## src/rtl/data_register_file_sb.sv

```systemverilog
// Register file with two registered read ports, write-to-read bypass, optional
// hardwired zero register and a per-register busy scoreboard for pending writebacks.
module data_register_file_sb #(
  parameter int ADDRESS_WIDTH = 4,
  parameter int DATA_WIDTH    = 8,
  parameter int ZERO_REGISTER = 1
) (
  input  logic                     clk,
  input  logic                     reset,
  input  logic                     write_enable,
  input  logic [ADDRESS_WIDTH-1:0] write_address,
  input  logic [DATA_WIDTH-1:0]    write_data,
  input  logic                     reserve_enable,
  input  logic [ADDRESS_WIDTH-1:0] reserve_address,
  input  logic                     read_enable,
  input  logic [ADDRESS_WIDTH-1:0] read_address_1,
  input  logic [ADDRESS_WIDTH-1:0] read_address_2,
  output logic [DATA_WIDTH-1:0]    read_data_1,
  output logic [DATA_WIDTH-1:0]    read_data_2,
  output logic                     busy_1,
  output logic                     busy_2
);

  localparam int DEPTH = 1 << ADDRESS_WIDTH;

  logic [DATA_WIDTH-1:0] regs_q [DEPTH];
  logic [DEPTH-1:0]      busy_q;
  logic [DEPTH-1:0]      busy_d;
  logic [DATA_WIDTH-1:0] read_data_1_q;
  logic [DATA_WIDTH-1:0] read_data_1_d;
  logic [DATA_WIDTH-1:0] read_data_2_q;
  logic [DATA_WIDTH-1:0] read_data_2_d;
  logic                  busy_1_q;
  logic                  busy_1_d;
  logic                  busy_2_q;
  logic                  busy_2_d;
  logic                  wr_ok_s;
  logic                  rsv_ok_s;

  // Register 0 never changes when hardwired, so it always reads 0 and never busy.
  assign wr_ok_s  = write_enable &&
                    !((ZERO_REGISTER != 0) && (write_address == {ADDRESS_WIDTH{1'b0}}));
  assign rsv_ok_s = reserve_enable &&
                    !((ZERO_REGISTER != 0) && (reserve_address == {ADDRESS_WIDTH{1'b0}}));

  // Post-edge busy state; a same-cycle reserve beats the clearing write.
  always_comb begin
    busy_d = busy_q;
    for (int i = 0; i < DEPTH; i++) begin
      busy_d[i] = (rsv_ok_s && (reserve_address == ADDRESS_WIDTH'(i))) ? 1'b1 :
                  (wr_ok_s  && (write_address   == ADDRESS_WIDTH'(i))) ? 1'b0 :
                  busy_q[i];
    end
  end

  // Next read-port values, with the write bypass.
  always_comb begin
    read_data_1_d = (wr_ok_s && (write_address == read_address_1)) ? write_data
                                                                     : regs_q[read_address_1];
    read_data_2_d = (wr_ok_s && (write_address == read_address_2)) ? write_data
                                                                     : regs_q[read_address_2];
    busy_1_d      = busy_d[read_address_1];
    busy_2_d      = busy_d[read_address_2];
  end

  // Register array.
  always_ff @(posedge clk) begin
    if (reset) begin
      for (int i = 0; i < DEPTH; i++) begin
        regs_q[i] <= {DATA_WIDTH{1'b0}};
      end
    end else if (wr_ok_s) begin
      regs_q[write_address] <= write_data;
    end
  end

  // Scoreboard bits.
  always_ff @(posedge clk) begin
    if (reset) begin
      busy_q <= {DEPTH{1'b0}};
    end else begin
      busy_q <= busy_d;
    end
  end

  // Read-port output registers hold while read_enable is low.
  always_ff @(posedge clk) begin
    if (reset) begin
      read_data_1_q <= {DATA_WIDTH{1'b0}};
      read_data_2_q <= {DATA_WIDTH{1'b0}};
      busy_1_q      <= 1'b0;
      busy_2_q      <= 1'b0;
    end else if (read_enable) begin
      read_data_1_q <= read_data_1_d;
      read_data_2_q <= read_data_2_d;
      busy_1_q      <= busy_1_d;
      busy_2_q      <= busy_2_d;
    end
  end

  assign read_data_1 = read_data_1_q;
  assign read_data_2 = read_data_2_q;
  assign busy_1      = busy_1_q;
  assign busy_2      = busy_2_q;

endmodule
```

## config.mk

```make
export PLATFORM = sky130hd
export DESIGN_NAME = data_register_file_sb
export DESIGN_NICKNAME = d
export VERILOG_FILES = /design/src/rtl/data_register_file_sb.sv
export SDC_FILE = /design/constraint.sdc
export NUM_CORES = 1
export LEC_CHECK = 0
export ABC_AREA = 1
export CORE_ASPECT_RATIO = 1.5
export CORE_UTILIZATION = 40
export CTS_BUF_LIST = sky130_fd_sc_hd__clkbuf_8
export CTS_CLUSTER_DIAMETER = 120
export DETAILED_ROUTE_END_ITERATION = 10
export GPL_TIMING_DRIVEN = 0
export MAX_ROUTING_LAYER = met4
export PLACE_DENSITY_LB_ADDON = 0.05
export SETUP_SLACK_MARGIN = 0.05
export SYNTH_ARGS = -nofsm -noshare
export SYNTH_HDL_FRONTEND = slang
export SYNTH_SLANG_ARGS = --single-unit
```

## constraint.sdc

```tcl
create_clock -name clk -period 3.7 [get_ports clk]
set_clock_uncertainty 0.2 [all_clocks]
set_input_delay 1.11 -clock clk [delete_from_list [all_inputs] [get_ports clk]]
set_output_delay 1.11 -clock clk [all_outputs]
set_load 0.05 [all_outputs]
```

* Yosys cells after proc, flatten, opt, wreduce, memory -nomap -nowiden *
Memory sizes are Yosys's and may differ from the RTL's. A register that Yosys moved wholly into a read port is not among the register bits.
Cells that the tools add are included.

storage, ports and cells
  memories kept = 1
  RAM bits = 128
  input bits = 29
  output and inout bits = 18
  register bits = 18

memories
  memory  depth  width  read ports  clocked after Yosys merged registers in  write ports  line  RTL
  regs_q  16     8      2           2                                        16           26    logic [DATA_WIDTH-1:0] regs_q [DEPTH];

cells by class
  mux-type cells = 44
  reductions and logical operators = 39
  equality and inequality tests = 30
  $lt $le $gt $ge = 2

operators by type and width
  operator            count
  $eq 4x4->1 const B  16
  $mux 1              40
  $logic_and 1x1->1   34
  $eq 4x3->1 const B  8
  $eq 4x2->1 const B  4
  $lt 4x5->1 const B  2
  $bmux 1 s4          2
  $eq 4x1->1 const B  2
  $logic_not 4->1     2
  $mux 8              1
  $reduce_or 8->1     1
  $mux 4              1
  $logic_not 1->1     2

* Depth between registers and ports, before layout *
Gate-level depths: netlist (run 1).

  word-level depth = 8
  gate-level depth with buffers = 14
  mapped depth without buffers = 13

* Worst setup path before layout (run 1) *
OpenSTA, ideal clock, no wires.

  kind = input to register
  start = input write_address[0]
  end = memory regs_q[12][0], data pin
  path slack = 1.078 ns
  data arrival time = 2.156 ns
  required time = 3.234 ns
  cell stages on the path = 8
  setup time = 0.266 ns
  cells stage by stage = buf_4 > nor2_2 > nand2_4 > nand2_2 > nor2_4 > buf_4 > nand3_1 > nor2_1

RTL lines
  element             line  RTL
  start: declaration  11    input logic [ADDRESS_WIDTH-1:0] write_address,
  end: declaration    26

==> results of run 1 <==
==> area by class of cell <==
class,count,area [um2],share of cell area (%)
inverters,96,360.3,3.599
flip-flops and latches,162,4524,45.18
well taps,272,340.3,3.399
repair buffers,38,380.4,3.799
clock inverters,14,115.1,1.150
plain buffers,79,361.6,3.611
multi-input cells,760,3697,36.92
clock buffers,17,234.0,2.337
==> critical path, cell delays in order <==
cell	delay (ns)
clkdlybuf4s50_1	0.53
clkbuf_1	0.52
clkbuf_1	0.72
nand3_1	0.30
nand3_1	0.21
nand3_1	0.15
o211ai_1	0.13
a21oi_1	0.08
==> worst paths after layout <==
| kind | from | end | slack (ns) |
|---|---|---|---|
| hold / removal | read_data_1[0] | read_data_1[0] | 0.27 |
| setup reg to reg | regs_q[14][5] | read_data_1[5] | 1.55 |
| hold reg to reg | read_data_1[0] | read_data_1[0] | 0.27 |
| setup / recovery | read_address_2[2] | read_data_2[3] | 0.08 |
==> power groups by stage <==
stage,combinational [mW],clock (mW),sequential [mW]
4_1_cts,0.761,1.24,2.11
5_1_grt,0.825,1.31,2.12
2_1_floorplan,0.387,0,2.19
3_5_place_dp,0.759,0,2.15
3_3_place_gp,0.762,0,2.15
6_report,0.788,1.23,2.11
==> metal layers <==
layer / vias to the layer above / GRT usage [%] / part of all wire (%)
met1: 4111 / 42.99 / 38
met2: 484 / 57.80 / 48
met3: 131 / 6.927 / 7.3
met4: 0 / 24.81 / 7.1
met5: - / - / 0
li1: 3902 / - / -
==> logic make-up (layout without fill, tap and decap cells) <==
kind of cell | Yosys count | count (layout) | synth area share (%)
other cells | 1 | 8 | 0.04206
simple gates | 505 | 505 | 24.85
flops | 162 | 162 | 50.74
compound gates | 243 | 243 | 15.89
buf+inv | 175 | 244 | 8.083
xor+xnor | 4 | 4 | 0.3929
==> cells in the mapped netlist, drive strengths merged <==
| cell | number |
|---|---|
| o21ai | 66 |
| edfxtp | 128 |
| clkbuf | 40 |
| dfxtp | 34 |
| inv | 94 |
| conb | 1 |
| nor2 | 154 |
| o211ai | 80 |
| a21oi | 97 |
| nor3 | 3 |
| buf | 39 |
| nand2 | 155 |
| nand4 | 6 |
| xor2 | 4 |
| nand3 | 187 |
| clkinv | 2 |
==> registers in the layout (all words and copies together) (netlist names) <==
name / flops
busy_2: 1
busy_1: 1
read_data_1: 8
read_data_2: 8
busy_q: 16
regs_q: 128
==> repair_timing <==
action | in CTS | in global routing
resized for setup | 0 | 2
setup endpoints to repair | 0 | 1
buffers inserted | 0 | 0
==> per-stage QoR <==
step	cells	worst slack, ns
after floorplan	1097	1.078
after global placement	1407	-0.3175
after detailed placement	1407	-0.2938
after CTS	1438	0.2265
after global routing	1438	0.05229
final	1438	0.08048
==> run metrics, run 1 <==
pin count of the biggest net entering global routing=17; via count=~8,600; Worst Path Max Fanout=10; routed len/inst=between 20 and 30 um; Clock Path Buffers=2; Nets=around 1,200; WP data required=approximately 3.9 ns; Iter 0 DRT Violations=923; logic gate share of total power=about a fifth; setup TNS=0 ns; Max VDD drop=approximately 0.25 mV; vias per cell=6.000; Tcrit/Tclk final=between 90 and 100%; switching share of total power=roughly 32%; vias in the first global route=around 8,000; Syn Inst Count=1,090; fin. max-slew vios=0; # rows=66; setup violators final=0; Pwr Density=around 410 nW/um2; most common cell after layout, fill and taps aside=nand3_1; post-route cell area=10,010 um2; first-pass GRT wire length=between 50 and 60 mm; Clk Latency, worst-skew pair=about 0.48 ns; internal power=2.790 mW; gr ovfl total=0; hold_ws=between 0.2 and 0.3 ns; status=completed; Cell Area, Synth=between 8000 and 9000 um2; ANT cells=0; Final ANT Viol Nets=0; P&R area growth vs syn=12.31%; drt drc=0; Psw=1.341 mW; placed inst area=roughly 9700 um2; Seq pwr share=approximately half; Initial Utilization=about two fifths; Die Area=approximately 23,000 um2; Syn Area/Cell=a little over 8 um2; number of distinct library cells after synthesis=26; Final Power=~4.1 mW; input/output buffers=38; Ys Warns=0; DPL Wire Length=29.92 mm; Sink Count=roughly 160; class of the worst hold path=register to register; most frequent cells in the layout=nand3_1 (187), nand2_1 (151), nor2_1 (149), edfxtp_1 (128), a21oi_1 (97); worst slew pin tran=around 0.96 ns; flops & latches, synth=approximately 160; Hold Vio Cnt, Final=0; critical path launch point type=input port; clk slew on worst S/H paths=around 0.080 ns; final core utilization=between 40% and 50%; R2R depth=6; # fillers=roughly 2,200; Worst EP arrival=roughly 3.8 ns; leakage power=around 4 nW; GP Congestion=approximately 1.1; CTS H-tree lvls=4; Total GRT Usage=between 30% and 40%; unrepaired setup endpoints after global routing=no; Synth area leader=edfxtp_1; type of the worst setup path=input port to register; CORE AREA=between 20,000 and 25,000 um2; CTS buffer count=17; Yosys top cell area share=43.11%; Die Ht=between 150 and 200 um; final wirelength=39.74 mm; max_cap viols=0; CTS root buf=clkbuf_8; share of cells above drive strength 1=6.346%; max_slew headroom=between 30% and 40%; Detailed Routing Iterations Pass 1=8; Clk pwr share=around 30%; die width=between 100 and 150 um; CTS Hold Bufs=0; io pins=47; crit path time final=approximately 3.6 ns; ranking of synthesized cells by area=edfxtp_1 (43%), nand3_1 (10%), dfxtp_1 (7.6%); CTS tree=built; Seq/Total Area, Yosys=around half; Crit. End Element=register; hold path depth=2; antenna violations before repair=0; fmax=0.2763 GHz
(Power assumes the default switching activity.)
==> run 2, diff against run 1 <==
- CORE_UTILIZATION: 40 -> 45
==> run 2 against run 1 <==
  * Core utilization up 6.1 points
  * Worst setup slack better by 0.028 ns
  * Total power up 2.8%
  * Register-to-register slack better by 0.26 ns
  * Via count up 0.49%
  * Combinational power down 3.0%
  * Sequential power about the same
==> run metrics, run 2 (synthesis gave the netlist of run 1 again) <==
fmax=0.2784 GHz (+0.77%); ANT cells=0 (unchanged); Crit. End Element=register; Die Area=20,390 um2 (-11%); die width=116.9 um (-5.6%); worst slew pin tran=0.8334 ns (-0.1242 ns); vias in the first global route=8,167 (+0.75%); # fillers=1,860 (-17%); Final ANT Viol Nets=0 (unchanged); CTS buffer count=17 (unchanged); CTS root buf=clkbuf_8; routed len/inst=25.93 um (-6.2%); Initial Utilization=46.16% (+5.3 points); io pins=47 (unchanged); Max VDD drop=0.2723 mV (+11%); # rows=62 (-6.1%); max_cap viols=0 (unchanged); biggest regs=regs_q (128), busy_q (16); CTS resizes=0 (unchanged); via count=8,670 (+0.49%); most common cell after layout, fill and taps aside=nand3_1; Pwr Density=422.1 nW/um2 (+2.3%); unrepaired setup endpoints after global routing=no; fin. max-slew vios=0 (unchanged); Final Power=4.245 mW (+2.8%); Storage cell area=4524 um2 (unchanged); area of the multi-input gates=3697 um2 (unchanged); setup bufs post-CTS=0 (unchanged); pin count of the biggest net entering global routing=20 (+3); gr ovfl total=0 (unchanged); status=completed; CTS H-tree lvls=4 (unchanged); Nets=1,183 (unchanged); Sink Count=162 (unchanged); post-route cell area=10,060 um2 (+0.45%); first-pass GRT wire length=53.55 mm (-3.9%); vias per cell=6.093 (+1.5%); Tcrit/Tclk final=97.08% (-0.75 points); Clk Latency, worst-skew pair=0.48 ns (about the same); setup TNS=0 ns (unchanged); leakage power=3.966 nW (+0.93%); antenna violations before repair=0 (unchanged); Critical R2R Capture=read_data_2[0]; class of the worst hold path=register to register; share of cells above drive strength 1=6.684% (+0.34 points); setup violators final=0 (unchanged); clk slew on worst S/H paths=0.11 ns (+0.03 ns); max_slew headroom=44.44% (+8.6 points); Largest Register=regs_q; Worst Path Max Fanout=10 (unchanged); crit path time final=3.592 ns (-0.02762 ns); most frequent cells in the layout=nand3_1 (187), nand2_1 (151), nor2_1 (149), edfxtp_1 (128), a21oi_1 (97); GP Congestion=1.136 (+2.3%); input/output buffers=38 (unchanged); Iter 0 DRT Violations=1,339 (+45%); CTS Hold Bufs=0 (unchanged); P&R area growth vs syn=12.81%; Total GRT Usage=38.89% (+1.8 points); Crit Reg-Reg Startpoint=regs_q[7][0]; critical path launch point type=input port; WP data required=3.86 ns (about the same); CORE AREA=19,320 um2 (-11%); r2r setup slk=1.81 ns (+0.26 ns); max reg flops=128 (unchanged); Hold Vio Cnt, Final=0 (unchanged); R2R depth=8 (+2); Die Ht=174.4 um (-5.7%); type of the worst setup path=input port to register; Detailed Routing Iterations Pass 1=7 (-1); CTS tree=built; placed inst area=9643 um2 (-0.21%); final core utilization=52.07% (+6.1 points); final wirelength=36.90 mm (-7.2%); DPL Wire Length=27.57 mm (-7.9%); CP startpoint=read_address_2[2]; end point of the critical path=read_data_2[1]; drt drc=0 (unchanged); Worst EP arrival=3.75 ns (-0.02 ns); Clock Path Buffers=2 (unchanged)
==> run 2: cell count changes in the layout (fill, tap and decap cells not counted), sizes merged <==
cell / change
inv: +1
clkinvlp: -5
bufinv: -1
clkinv: +6
==> run 2: worst min path at each step <==
stage | cells after the start | endpoint | start | slack [ns]
2_1_floorplan | 2 | busy_q[0] | busy_q[0] | 0.23
3_3_place_gp | 2 | busy_q[0] | busy_q[0] | 0.25
3_5_place_dp | 2 | read_data_1[0] | read_data_1[0] | 0.26
4_1_cts | 2 | read_data_1[0] | read_data_1[0] | 0.27
5_1_grt | 2 | read_data_1[2] | read_data_1[2] | 0.29
6_report | 2 | read_data_1[0] | read_data_1[0] | 0.27
==> run 2: worst max-delay path, stage by stage <==
cell             delay, ns
clkdlybuf4s50_1       0.62
clkbuf_1              0.50
clkbuf_1              0.63
nand3_1               0.23
nand3_1               0.17
nand3_1               0.22
o211ai_1              0.18
a21oi_1               0.09
==> run 2: power by group <==
group | total (mW) | switching, mW | leakage [nW] | internal, mW
clock network | 1.36 | 0.844 | 0.208 | 0.519
logic | 0.764 | 0.563 | 2.25 | 0.201
registers | 2.12 | 0.0503 | 1.51 | 2.07
==> run 2: area by class of cell <==
| class | count | share of cell area [%] |
|---|---|---|
| flip-flops and latches | 162 | 44.98 |
| multi-input cells | 760 | 36.76 |
| repair buffers | 38 | 3.782 |
| plain buffers | 79 | 3.583 |
| inverters | 96 | 3.583 |
| well taps | 256 | 3.184 |
| clock buffers | 17 | 2.326 |
| clock inverters | 15 | 1.804 |
==> run 2: through the flow <==
stage | hold WS (ns) | instances | setup slack, ns
5_1_grt | 0.2887 | 1423 | 0.1554
3_3_place_gp | 0.2521 | 1391 | -0.2290
6_report | 0.2696 | 1423 | 0.1081
3_5_place_dp | 0.2554 | 1391 | -0.1939
2_1_floorplan | 0.2293 | 1097 | 1.078
4_1_cts | 0.2700 | 1423 | 0.3159
==> run 2: per-layer routing <==
metal	GRT usage [%]	wire length (um)
met1	47.08	13690
met2	57.32	16730
met3	8.717	3742
met4	26.00	2736
met5	-	0
==> run 3, diff against run 2 <==
- CAP_MARGIN: default -> 20
- clock period: 3.7 -> 4.4 ns (I/O delays scaled with it)
==> results of run 3 <==
Same layout as run 2 (identical final DEF). Status: completed.
Among the figures that moved: setup slack after placement -0.1939 ns -> 0.2961 ns; setup slack after layout 0.1081 ns -> 0.5981 ns; register-to-register setup slack 1.81 ns -> 2.51 ns; total power 4.245 mW -> 3.570 mW; worst IR drop on VDD 0.2723 mV -> 0.2289 mV
